[config.mk]
export PLATFORM = sky130hd
export DESIGN_NAME = inst_enc_flat
export DESIGN_NICKNAME = d
export VERILOG_FILES = /design/src/rtl/inst_enc_pkg.sv /design/src/rtl/inst_enc_if.sv /design/src/rtl/inst_enc_pack.sv /design/src/rtl/inst_enc.sv /design/src/flat_wrapper.sv
export SDC_FILE = /design/constraint.sdc
export NUM_CORES = 1
export LEC_CHECK = 0
export ABC_AREA = 1
export CAP_MARGIN = 20
export CELL_PAD_IN_SITES_DETAIL_PLACEMENT = 0
export CELL_PAD_IN_SITES_GLOBAL_PLACEMENT = 2
export CORE_MARGIN = 2
export CORE_UTILIZATION = 28
export CTS_CLUSTER_DIAMETER = 40
export DETAILED_ROUTE_END_ITERATION = 12
export PLACE_DENSITY = 0.91
export SETUP_SLACK_MARGIN = 0.3
export SYNTH_ARGS = -nofsm -noshare
export SYNTH_HDL_FRONTEND = slang
export SYNTH_SLANG_ARGS = --single-unit
[constraint.sdc]
create_clock -name clk -period 3.05 [get_ports clk]
set_input_delay 0.915 -clock clk [delete_from_list [all_inputs] [get_ports clk]]
set_output_delay 0.915 -clock clk [all_outputs]
set_load 0.05 [all_outputs]
[src/rtl/inst_enc_pkg.sv]
// Shared constants for the RV32I instruction encoder: format codes,
// opcode constants, FSM state encoding and an immediate range helper.
package inst_enc_pkg;

    // Format selector codes carried on in_fmt
    typedef enum logic [2:0] {
        FMT_R   = 3'd0,
        FMT_I   = 3'd1,
        FMT_S   = 3'd2,
        FMT_B   = 3'd3,
        FMT_U   = 3'd4,
        FMT_J   = 3'd5,
        FMT_LI  = 3'd6,
        FMT_RSV = 3'd7
    } fmt_e;

    // RV32I major opcodes
    localparam logic [6:0] OP_ITYPE_A     = 7'h13;
    localparam logic [6:0] OP_UTYPE_LUI   = 7'h37;
    localparam logic [6:0] OP_UTYPE_AUIPC = 7'h17;
    localparam logic [6:0] OP_BTYPE       = 7'h63;
    localparam logic [6:0] OP_STYPE       = 7'h23;
    localparam logic [6:0] OP_JTYPE       = 7'h6F;

    // Output-stage occupancy: FULL_LI holds a LUI with an ADDI still to come
    typedef enum logic [1:0] {
        ST_EMPTY   = 2'd0,
        ST_FULL    = 2'd1,
        ST_FULL_LI = 2'd2
    } state_e;

    // True when v is representable as an nbits-wide two's-complement value,
    // i.e. all bits from nbits-1 upward are copies of the sign.
    function automatic logic sext_fits(input logic [31:0] v, input int unsigned nbits);
        logic [31:0] mask;
        mask = 32'hFFFF_FFFF << (nbits - 32'd1);
        return ((v & mask) == 32'h0000_0000) || ((v & mask) == mask);
    endfunction

endpackage

[src/rtl/inst_enc_if.sv]
// Request/response bundle between an instruction producer and inst_enc.
interface inst_enc_if;
    logic        in_valid;
    logic        in_ready;
    logic [2:0]  in_fmt;
    logic [6:0]  in_opcode;
    logic [4:0]  in_rd;
    logic [4:0]  in_rs1;
    logic [4:0]  in_rs2;
    logic [2:0]  in_funct3;
    logic [6:0]  in_funct7;
    logic [31:0] in_imm;
    logic        out_valid;
    logic        out_ready;
    logic [31:0] out_inst;
    logic        out_err;

    // Producer/consumer side (drives requests, accepts words)
    modport master (
        output in_valid, in_fmt, in_opcode, in_rd, in_rs1, in_rs2,
               in_funct3, in_funct7, in_imm, out_ready,
        input  in_ready, out_valid, out_inst, out_err
    );

    // Encoder side
    modport slave (
        input  in_valid, in_fmt, in_opcode, in_rd, in_rs1, in_rs2,
               in_funct3, in_funct7, in_imm, out_ready,
        output in_ready, out_valid, out_inst, out_err
    );
endinterface

[src/rtl/inst_enc_pack.sv]
// Combinational RV32I field packer: format + fields -> instruction word and
// an error flag when the immediate cannot be represented. The word is always
// produced, truncating the immediate where it does not fit.
module inst_pack
    import inst_enc_pkg::*;
(
    input  logic [2:0]  fmt,
    input  logic [6:0]  opcode,
    input  logic [4:0]  rd,
    input  logic [4:0]  rs1,
    input  logic [4:0]  rs2,
    input  logic [2:0]  funct3,
    input  logic [6:0]  funct7,
    input  logic [31:0] imm,
    output logic [31:0] inst,
    output logic        err
);

    // Bit placement and range check per format
    always_comb begin
        inst = {funct7, rs2, rs1, funct3, rd, opcode};
        err  = 1'b0;
        case (fmt_e'(fmt))
            FMT_R: begin
                inst = {funct7, rs2, rs1, funct3, rd, opcode};
                err  = 1'b0;
            end
            FMT_I: begin
                inst = {imm[11:0], rs1, funct3, rd, opcode};
                err  = !sext_fits(imm, 32'd12);
            end
            FMT_S: begin
                inst = {imm[11:5], rs2, rs1, funct3, imm[4:0], opcode};
                err  = !sext_fits(imm, 32'd12);
            end
            FMT_B: begin
                inst = {imm[12], imm[10:5], rs2, rs1, funct3, imm[4:1], imm[11], opcode};
                err  = !sext_fits(imm, 32'd13) || imm[0];
            end
            FMT_U: begin
                inst = {imm[31:12], rd, opcode};
                err  = (imm[11:0] != 12'h000);
            end
            FMT_J: begin
                inst = {imm[20], imm[10:1], imm[11], imm[19:12], rd, opcode};
                err  = !sext_fits(imm, 32'd21) || imm[0];
            end
            default: begin
                // Reserved code, or LI reaching the packer unexpanded
                inst = {funct7, rs2, rs1, funct3, rd, opcode};
                err  = 1'b1;
            end
        endcase
    end

endmodule

[src/rtl/inst_enc.sv]
// RV32I instruction encoder with a one-entry registered output stage.
// LI is expanded to ADDI, or LUI followed by an optional ADDI; while the
// second word is pending, new requests are held off.
module inst_enc
    import inst_enc_pkg::*;
#(
    parameter logic LI_EN = 1'b1
) (
    input  logic       clk,
    input  logic       rst_n,
    inst_enc_if.slave  bus
);

    state_e      state_r;
    state_e      state_nxt_s;
    logic        out_valid_r;
    logic [31:0] out_inst_r;
    logic        out_err_r;
    logic [4:0]  li_rd_r;
    logic [11:0] li_lo_r;

    logic        accept_s;
    logic        fire_s;
    logic        load_s;
    logic        li_sel_s;
    logic        li_small_s;
    logic        li_two_s;
    logic [19:0] li_hi_s;

    logic [2:0]  pk_fmt_s;
    logic [6:0]  pk_opcode_s;
    logic [4:0]  pk_rd_s;
    logic [4:0]  pk_rs1_s;
    logic [4:0]  pk_rs2_s;
    logic [2:0]  pk_funct3_s;
    logic [6:0]  pk_funct7_s;
    logic [31:0] pk_imm_s;
    logic [31:0] pk_inst_s;
    logic        pk_err_s;

    assign bus.in_ready  = (state_r == ST_EMPTY) || ((state_r == ST_FULL) && bus.out_ready);
    assign bus.out_valid = out_valid_r;
    assign bus.out_inst  = out_inst_r;
    assign bus.out_err   = out_err_r;

    assign accept_s = bus.in_valid && bus.in_ready;
    assign fire_s   = out_valid_r && bus.out_ready;
    assign load_s   = accept_s || ((state_r == ST_FULL_LI) && fire_s);

    // LI split: hi rounds so that the low part lands in [-2048,2047];
    // adding 0x800 only carries into bit 12 when imm[11] is set.
    assign li_sel_s   = LI_EN && (bus.in_fmt == FMT_LI);
    assign li_small_s = sext_fits(bus.in_imm, 32'd12);
    assign li_hi_s    = bus.in_imm[31:12] + {19'd0, bus.in_imm[11]};
    assign li_two_s   = li_sel_s && !li_small_s && (bus.in_imm[11:0] != 12'h000);

    // Choose what the packer encodes: pending ADDI, expanded LI, or raw fields
    always_comb begin
        pk_fmt_s    = bus.in_fmt;
        pk_opcode_s = bus.in_opcode;
        pk_rd_s     = bus.in_rd;
        pk_rs1_s    = bus.in_rs1;
        pk_rs2_s    = bus.in_rs2;
        pk_funct3_s = bus.in_funct3;
        pk_funct7_s = bus.in_funct7;
        pk_imm_s    = bus.in_imm;
        if (state_r == ST_FULL_LI) begin
            pk_fmt_s    = FMT_I;
            pk_opcode_s = OP_ITYPE_A;
            pk_rd_s     = li_rd_r;
            pk_rs1_s    = li_rd_r;
            pk_funct3_s = 3'd0;
            pk_imm_s    = {{20{li_lo_r[11]}}, li_lo_r};
        end else if (li_sel_s) begin
            if (li_small_s) begin
                pk_fmt_s    = FMT_I;
                pk_opcode_s = OP_ITYPE_A;
                pk_rs1_s    = 5'd0;
                pk_funct3_s = 3'd0;
            end else begin
                pk_fmt_s    = FMT_U;
                pk_opcode_s = OP_UTYPE_LUI;
                pk_imm_s    = {li_hi_s, 12'h000};
            end
        end else begin
            pk_fmt_s = bus.in_fmt;
        end
    end

    inst_pack u_pack (
        .fmt    (pk_fmt_s),
        .opcode (pk_opcode_s),
        .rd     (pk_rd_s),
        .rs1    (pk_rs1_s),
        .rs2    (pk_rs2_s),
        .funct3 (pk_funct3_s),
        .funct7 (pk_funct7_s),
        .imm    (pk_imm_s),
        .inst   (pk_inst_s),
        .err    (pk_err_s)
    );

    // Next-state logic for output-stage occupancy
    always_comb begin
        state_nxt_s = state_r;
        case (state_r)
            ST_EMPTY: begin
                if (accept_s) begin
                    state_nxt_s = li_two_s ? ST_FULL_LI : ST_FULL;
                end else begin
                    state_nxt_s = ST_EMPTY;
                end
            end
            ST_FULL: begin
                if (fire_s && accept_s) begin
                    state_nxt_s = li_two_s ? ST_FULL_LI : ST_FULL;
                end else if (fire_s) begin
                    state_nxt_s = ST_EMPTY;
                end else begin
                    state_nxt_s = ST_FULL;
                end
            end
            ST_FULL_LI: begin
                if (fire_s) begin
                    state_nxt_s = ST_FULL;
                end else begin
                    state_nxt_s = ST_FULL_LI;
                end
            end
            default: begin
                state_nxt_s = ST_EMPTY;
            end
        endcase
    end

    // State, output word and pending-ADDI registers
    always_ff @(posedge clk or negedge rst_n) begin
        if (!rst_n) begin
            state_r     <= ST_EMPTY;
            out_valid_r <= 1'b0;
            out_inst_r  <= 32'h0000_0000;
            out_err_r   <= 1'b0;
            li_rd_r     <= 5'd0;
            li_lo_r     <= 12'h000;
        end else begin
            state_r     <= state_nxt_s;
            out_valid_r <= (state_nxt_s != ST_EMPTY);
            if (load_s) begin
                out_inst_r <= pk_inst_s;
                out_err_r  <= pk_err_s;
            end
            if (accept_s) begin
                li_rd_r <= bus.in_rd;
                li_lo_r <= bus.in_imm[11:0];
            end
        end
    end

endmodule
[src/flat_wrapper.sv]
// flat-port wrapper written by rule: the top's interface ports become plain ports
module inst_enc_flat import inst_enc_pkg::*;
#(
    parameter logic LI_EN = 1'b1
)
  (clk, rst_n, bus_in_valid, bus_in_fmt, bus_in_opcode, bus_in_rd, bus_in_rs1, bus_in_rs2, bus_in_funct3, bus_in_funct7, bus_in_imm, bus_out_ready, bus_in_ready, bus_out_valid, bus_out_inst, bus_out_err);
  inst_enc_if bus_i ();
  input  logic clk;
  input  logic rst_n;
  input wire logic [$bits(bus_i.in_valid)-1:0] bus_in_valid;
  input wire logic [$bits(bus_i.in_fmt)-1:0] bus_in_fmt;
  input wire logic [$bits(bus_i.in_opcode)-1:0] bus_in_opcode;
  input wire logic [$bits(bus_i.in_rd)-1:0] bus_in_rd;
  input wire logic [$bits(bus_i.in_rs1)-1:0] bus_in_rs1;
  input wire logic [$bits(bus_i.in_rs2)-1:0] bus_in_rs2;
  input wire logic [$bits(bus_i.in_funct3)-1:0] bus_in_funct3;
  input wire logic [$bits(bus_i.in_funct7)-1:0] bus_in_funct7;
  input wire logic [$bits(bus_i.in_imm)-1:0] bus_in_imm;
  input wire logic [$bits(bus_i.out_ready)-1:0] bus_out_ready;
  output wire logic [$bits(bus_i.in_ready)-1:0] bus_in_ready;
  output wire logic [$bits(bus_i.out_valid)-1:0] bus_out_valid;
  output wire logic [$bits(bus_i.out_inst)-1:0] bus_out_inst;
  output wire logic [$bits(bus_i.out_err)-1:0] bus_out_err;
  assign bus_i.in_valid = bus_in_valid;
  assign bus_i.in_fmt = bus_in_fmt;
  assign bus_i.in_opcode = bus_in_opcode;
  assign bus_i.in_rd = bus_in_rd;
  assign bus_i.in_rs1 = bus_in_rs1;
  assign bus_i.in_rs2 = bus_in_rs2;
  assign bus_i.in_funct3 = bus_in_funct3;
  assign bus_i.in_funct7 = bus_in_funct7;
  assign bus_i.in_imm = bus_in_imm;
  assign bus_i.out_ready = bus_out_ready;
  assign bus_in_ready = bus_i.in_ready;
  assign bus_out_valid = bus_i.out_valid;
  assign bus_out_inst = bus_i.out_inst;
  assign bus_out_err = bus_i.out_err;
  inst_enc #(.LI_EN(LI_EN)) u_core (.clk(clk), .rst_n(rst_n), .bus(bus_i));
endmodule
After elaboration in Yosys (flattened, before gate mapping)

Index checks and enable logic that the tools add are counted.

Register bits after elaboration: 53
Latch bits: 0
Bits in writable memories: 0
ROM bits: 0
Input port bits: 71
Output and inout port bits: 35
Logic and storage cells: 72
Memories kept: 0

Add/subtract/negate cells: 1
Multiply operators: 0
Divide/modulo/power cells: 0
Magnitude comparators: 0
Eq/ne operators: 12
Shift-type cells: 0
Muxes and demuxes: 24
Bitwise gates (word level): 0
Reduce and logical (&&, ||, !) cells: 29

Operators by type and width:

| cell                                                             | number |
|---|---|
| 32-bit case mux with 5 select lines                              | 1 |
| 32-bit logical NOT                                               | 4 |
| 32-bit 2-to-1 mux                                                | 3 |
| 21-bit == test (second input constant)                           | 2 |
| 12-bit nonzero test                                              | 2 |
| 20-bit by 1-bit adder with 20-bit output                         | 1 |
| 20-bit == test (second input constant)                           | 1 |
| 5-bit 2-to-1 mux                                                 | 4 |
| 3-bit 2-to-1 mux                                                 | 6 |
| 7-bit 2-to-1 mux                                                 | 2 |
| 12-bit == test (second input constant)                           | 1 |
| 3-bit == test (second input constant)                            | 3 |
| 1-bit logical OR                                                 | 8 |
| 2-bit 2-to-1 mux                                                 | 4 |
| 1-bit logical AND                                                | 7 |
| 3-bit by 2-bit == test with 1-bit output (second input constant) | 2 |
| 6-bit 2-to-1 mux                                                 | 1 |
| 2-bit case mux with 3 select lines                               | 1 |
| 1-bit case mux with 5 select lines                               | 1 |
| 1-bit logical NOT                                                | 4 |
| 3-bit by 1-bit == test with 1-bit output (second input constant) | 1 |
| 3-bit logical NOT                                                | 1 |
| 2-bit by 1-bit == test with 1-bit output (second input constant) | 1 |
| 2-bit == test (second input constant)                            | 1 |
| 4 further kinds                                                  | 4 |

Logic depth before layout (Yosys ltp)

Word-level depth: 10
Mapped depth: 22

Cells and area by module

Synthesis repeated with hierarchy kept, for this count alone.

Cells, all modules: 651
Area, all modules: 4461.8 um^2

By module, submodules not included:

| module    | times used | cells an instance | area each (um^2) |
|---|---|---|---|
| inst_enc  | 1          | 469               | 3613.5 |
| inst_pack | 1          | 182               | 848.3 |

Worst setup path before layout

No wires, ideal clock.

Kind: in2reg
From: in bus_in_imm[11]
To: reg u_core.out_err_r (netlist: u_core.bus.out_err)
Library setup time: 121 ps
Data arrival time: 2759 ps
Path slack: 170 ps
Stages on the path: 21
Cells stage by stage: ha_1 > ha_1 > inv_1 > nor2_1 > nand2_1 > nor2_1 > nand2_1 > nand2_1 > nand2_1 > nand2_1 > nand2_1 > nand2_1 > nand2_1 > nand2_1 > nand2_1 > nor2_1 > nand3_1 > nor2_1 > nor2_1 > nor2_1 > a21oi_1

Longest elaborated chain between the ends: 10
Elaborated cells on any way between the ends: 33
Those cells by class: add/sub (1); eq/ne (9); mux (7); reduce/logical (16)

RTL lines:

| what                                                                                             | line                | source |
|---|---|---|
| from (decl)                                                                                      | flat_wrapper.sv:18  | `input wire logic [$bits(bus_i.in_imm)-1:0] bus_in_imm;` |
| parallel branches: the longest is 9 deep, another holds 20-bit by 1-bit adder with 20-bit output | --                  |  |
| 1-bit case mux with 5 select lines *                                                             | inst_enc_pack.sv:23 | `case (fmt_e'(fmt))` |
| to (signal assigned)                                                                             | inst_enc.sv:150     | `out_err_r <= pk_err_s;` |
| to (decl)                                                                                        | inst_enc.sv:18      | `logic out_err_r;` |

Every way passes the cells marked *.
A chain may end at the register's enable or synchronous reset.

Worst setup path in the final report

From: in bus_in_fmt[1]
To: reg u_core.out_err_r (netlist: u_core.bus.out_err)

Longest elaborated chain between the ends: 8
Elaborated cells on any way between the ends: 28
Those cells by class: eq/ne (9); mux (5); reduce/logical (14)

RTL lines:

| what                                         | line                                     | source |
|---|---|---|
| from (decl)                                  | flat_wrapper.sv:11                       | `input wire logic [$bits(bus_i.in_fmt)-1:0] bus_in_fmt;` |
| 3-bit == test                                | inst_enc.sv:52                           | `assign li_sel_s = LI_EN && (bus.in_fmt == FMT_LI);` |
| 32-bit 2-to-1 mux                            | inst_enc.sv:74                           | `end else if (li_sel_s) begin` |
| 32-bit 2-to-1 mux                            | inst_enc.sv:67                           | `if (state_r == ST_FULL_LI) begin` |
| 20-bit == test, or another cell as far along | inst_enc_pkg.sv:37                       | `return ((v & mask) == 32'h0000_0000) \|\| ((v & mask) == mask);` |
| 1-bit logical OR                             | inst_enc_pkg.sv:37                       |  |
| 1-bit logical NOT (on tied branches)         | inst_enc_pack.sv:38, inst_enc_pack.sv:46 |  |
| 1-bit logical OR (on tied branches)          | inst_enc_pack.sv:38, inst_enc_pack.sv:46 |  |
| 1-bit case mux with 5 select lines *         | inst_enc_pack.sv:23                      |  |

Every way passes the cells marked *; elsewhere a longest branch is shown, timed or not.

==> results by group <==
Global route
  – Met2 Use GR: 34.2%
  – GRT Total Usage: 20.2%
  – Leftover overflow at the end of global routing: 0
  – Via count of the first global-routing pass: approximately 5600
  – Global-route met3 utilization: 2.70%
  – Met1 track demand over resource in global routing: 27.8%
  – Wire length of the first global-routing pass: ~27000 um
  – Layer with the highest usage: met2
  – Maximum number of pins on one net before global-route repair: 54
  – Initial antenna violation count: 0

Floorplan
  – Placement Rows: 45
  – Overall die area: 16500 sq um
  – Die span in y: 129 um
  – Die extent in x: ~130 um
  – Initial Util: 28.6%
  – Total core area: 15200 sq um
  – # IOs: 106

Setup path
  – Crit path launch type: primary input
  – CP Class: primary input to flop
  – Kind of end point of the critical path: flop
  – Data arrival at the endpoint of the critical path: 3.02 ns
  – Max Fanout on Critical Path: 7
  – Req. time, crit path: between 3 and 4 ns

Route
  – Count of antenna-violating nets left after detailed routing: 0
  – Vias: 5652
  – Routed WL per cell: 14.6 um
  – # DRC: 0
  – Starting DRT DRC Count: 379
  – Length of the first detailed-routing pass in iterations: 5
  – Final wirelength: 16700 um
  – Vias per cell: 4.94

STA
  – Hold WS: 0.481 ns
  – Number of hold-slack violations in the final timing report: 0
  – Final Worst Setup Slack: around 0.24 ns
  – Measured slew at the worst slew-check pin: about 0.7 ns
  – Worst clock skew: 0.00614 ns
  – Final cycle utilization of the critical path: 92.0%
  – RSZ-0062 raised after global routing: yes
  – Setup TNS after final layout: 0 ns
  – Count of pins over their slew limit: 0
  – Final setup violation count: 0
  – Post-layout min period: 2.81 ns
  – Highest achievable clock rate: between 0.3 and 0.4 GHz
  – Worst slew margin relative to its limit: 54.5%

Worst hold path
  – Hold Path Class: flop to flop

Finish
  – Number of antenna diodes: 0
  – Final std cell area, no fill: 7460 sq um
  – Proportion of layout cells with a drive suffix above 1: 34.8%
  – Relative area change from synthesis to final layout: 71.5%
  – Filler Cell Count: 1515
  – Total Nets Final: 1028

Synthesis
  – Top post-synthesis cells by area: dfrtp_1 31%, nand2_1 18%, nor2_1 8.6%
  – Mean cell area of the mapped netlist: between 6 and 7 sq um
  – Register bit count reported by yosys: 53
  – Async S/R FF share, synth: 100%
  – Sequential share of the synthesized area: 30.5%
  – Yosys warnings: 0
  – Net count after synthesis: 781
  – Commonest cells in the netlist: 212 x nand2_1, 100 x nor2_1, 70 x inv_1, 68 x nand3_1, 53 x dfrtp_1
  – Largest area contributor in the synthesized netlist: dfrtp_1
  – Most frequent cell after synthesis: nand2_1
  – Most instantiated flip-flop cell in the synthesis netlist: dfrtp_1
  – Post-synthesis instance total: 707
  – Post-synth EDFFs: 0
  – Fraction of synthesized cell area taken by the top area cell type: 30.5%
  – Distinct cell type count after synthesis: 39
  – Syn Std Cell Area: between 4000 and 5000 sq um

CTS
  – Hold_buf cts: 0
  – Number of clock sinks: 53
  – Maximum buffer depth of the clock tree: 2
  – Reg clk slew, reported paths: ~0.07 ns
  – CTS H-tree depth: 2
  – Skew-Pair Late Insertion Delay: 0.29 ns
  – Number of buffers created by CTS: 5
  – Clock tree from TritonCTS: done
  – Clock root buffer: clkbuf_16

Placed design
  – Cell area reported after detailed placement: 6540 sq um
  – HPWL after detailed placement: 13000 um
  – Post-Place Setup Slack: -0.623 ns
  – PortBufs: ~110
  – Final RePlAce weighted congestion: 0.977

Status
  – Run status: complete, no violations

Pwr
  – Power, Total: 0.00413 W
  – Worst vdd ir: 0.000358 V
  – Pleak: 3.62 nW
  – Power per standard cell area: 554 nW/um^2

Job
  – Count of maximum capacitance violations: 0
through the flow:
step                      utilization (%)  std cells
after floorplan                         -        707
after global placement               43.0       1108
after detailed placement             43.0       1108
after CTS                            47.2       1137
after global routing                 49.1       1143
final                                49.1       1143
worst max-delay path, cell delays in order:
cell and delay (ns):
dlygate4sd2_1 0.23, inv_2 0.06, nor3_4 0.18, buf_4 0.15, buf_12 0.11, buf_4 0.15
nand3_1 0.09, o211ai_1 0.12, nand2_1 0.17, buf_4 0.20, nand2_1 0.06, nor2_1 0.05
nand2_1 0.07, nor2_1 0.05, nand2_1 0.07, nand2_1 0.06, nor2_1 0.11, nor2_1 0.05
a21oi_1 0.13
metal layers:
layer	vias to the layer above	wire length (um)
li1	2779	-
met1	2656	7380
met4	0	274
met2	189	7990
met3	28	1030
met5	-	0
cell families (layout without fill, tap and decap cells):
| group | after synthesis | after routing | share of synthesized area (%) |
|---|---|---|---|
| AND/OR/NAND/NOR | 431 | 431 | 43.8 |
| AO/OA/AOI/OAI | 108 | 108 | 13.6 |
| buffers and inverters | 105 | 353 | 9.84 |
| flip-flops | 53 | 53 | 30.5 |
| XOR/XNOR | 7 | 7 | 1.41 |
| adder cells (fa/ha/maj) | 3 | 3 | 0.863 |
final cells by class:
class	count	area [sq um]	share of cell area, %
multi-input cells	549	3100	41.6
repair buffers	265	2310	31.0
flip-flops and latches	53	1330	17.8
inverters	80	305	4.09
well taps	188	235	3.15
clock buffers	7	143	1.91
clock inverters	1	30.0	0.403
final timing paths:
check,from,to,slack (ns),depth (start not counted)
setup reg to reg,u_core.state_r[1],u_core.bus.out_err,0.39,15
setup / recovery,bus_in_fmt[1],u_core.bus.out_err,0.24,19
hold reg to reg,u_core.bus.out_inst[1],u_core.bus.out_inst[1],0.48,2
max in group asynchronous,rst_n,u_core.li_rd_r[3],1.85,2
min in group asynchronous,rst_n,u_core.bus.out_inst[4],0.74,2
hold / removal,u_core.bus.out_inst[1],u_core.bus.out_inst[1],0.48,2
timing repair:
action	4_1_cts	5_1_grt
endpoints found under the setup margin	30	16
gates resized for setup	166	64
pin swaps	50	47
buffers inserted	18	6
cloned	3	0
cells in the final DEF (no fill, tap or decap), types with 5 or more instances in the layout:
master,n
nand2_4,9
inv_1,63
nand2_2,27
buf_2,12
xor2_1,5
nand3_1,47
inv_2,14
dfrtp_1,53
clkbuf_2,5
clkdlybuf4s50_1,79
nor2_4,14
nand4_1,11
o21ai_1,23
clkbuf_16,5
nand3_2,24
o21ai_0,27
buf_6,10
nand2_1,186
nor2_1,73
buf_4,143
nor2_2,23
a21oi_1,28
report_power, final:
group	internal, W	switching, W	total (W)
combinational	0.000878	0.00147	0.00234
clock	0.000410	0.000247	0.000657
sequential	0.000976	0.000152	0.00113
total	0.00226	0.00187	0.00413
state kept, by name, summed over array words and instances (netlist names):
name                  flops
u_core.li_lo_r           12
u_core.bus.out_inst      32
u_core.bus.out_err        1
u_core.state_r            2
u_core.li_rd_r            5
u_core.bus.out_valid      1
Power figures use the tool's default switching activity.
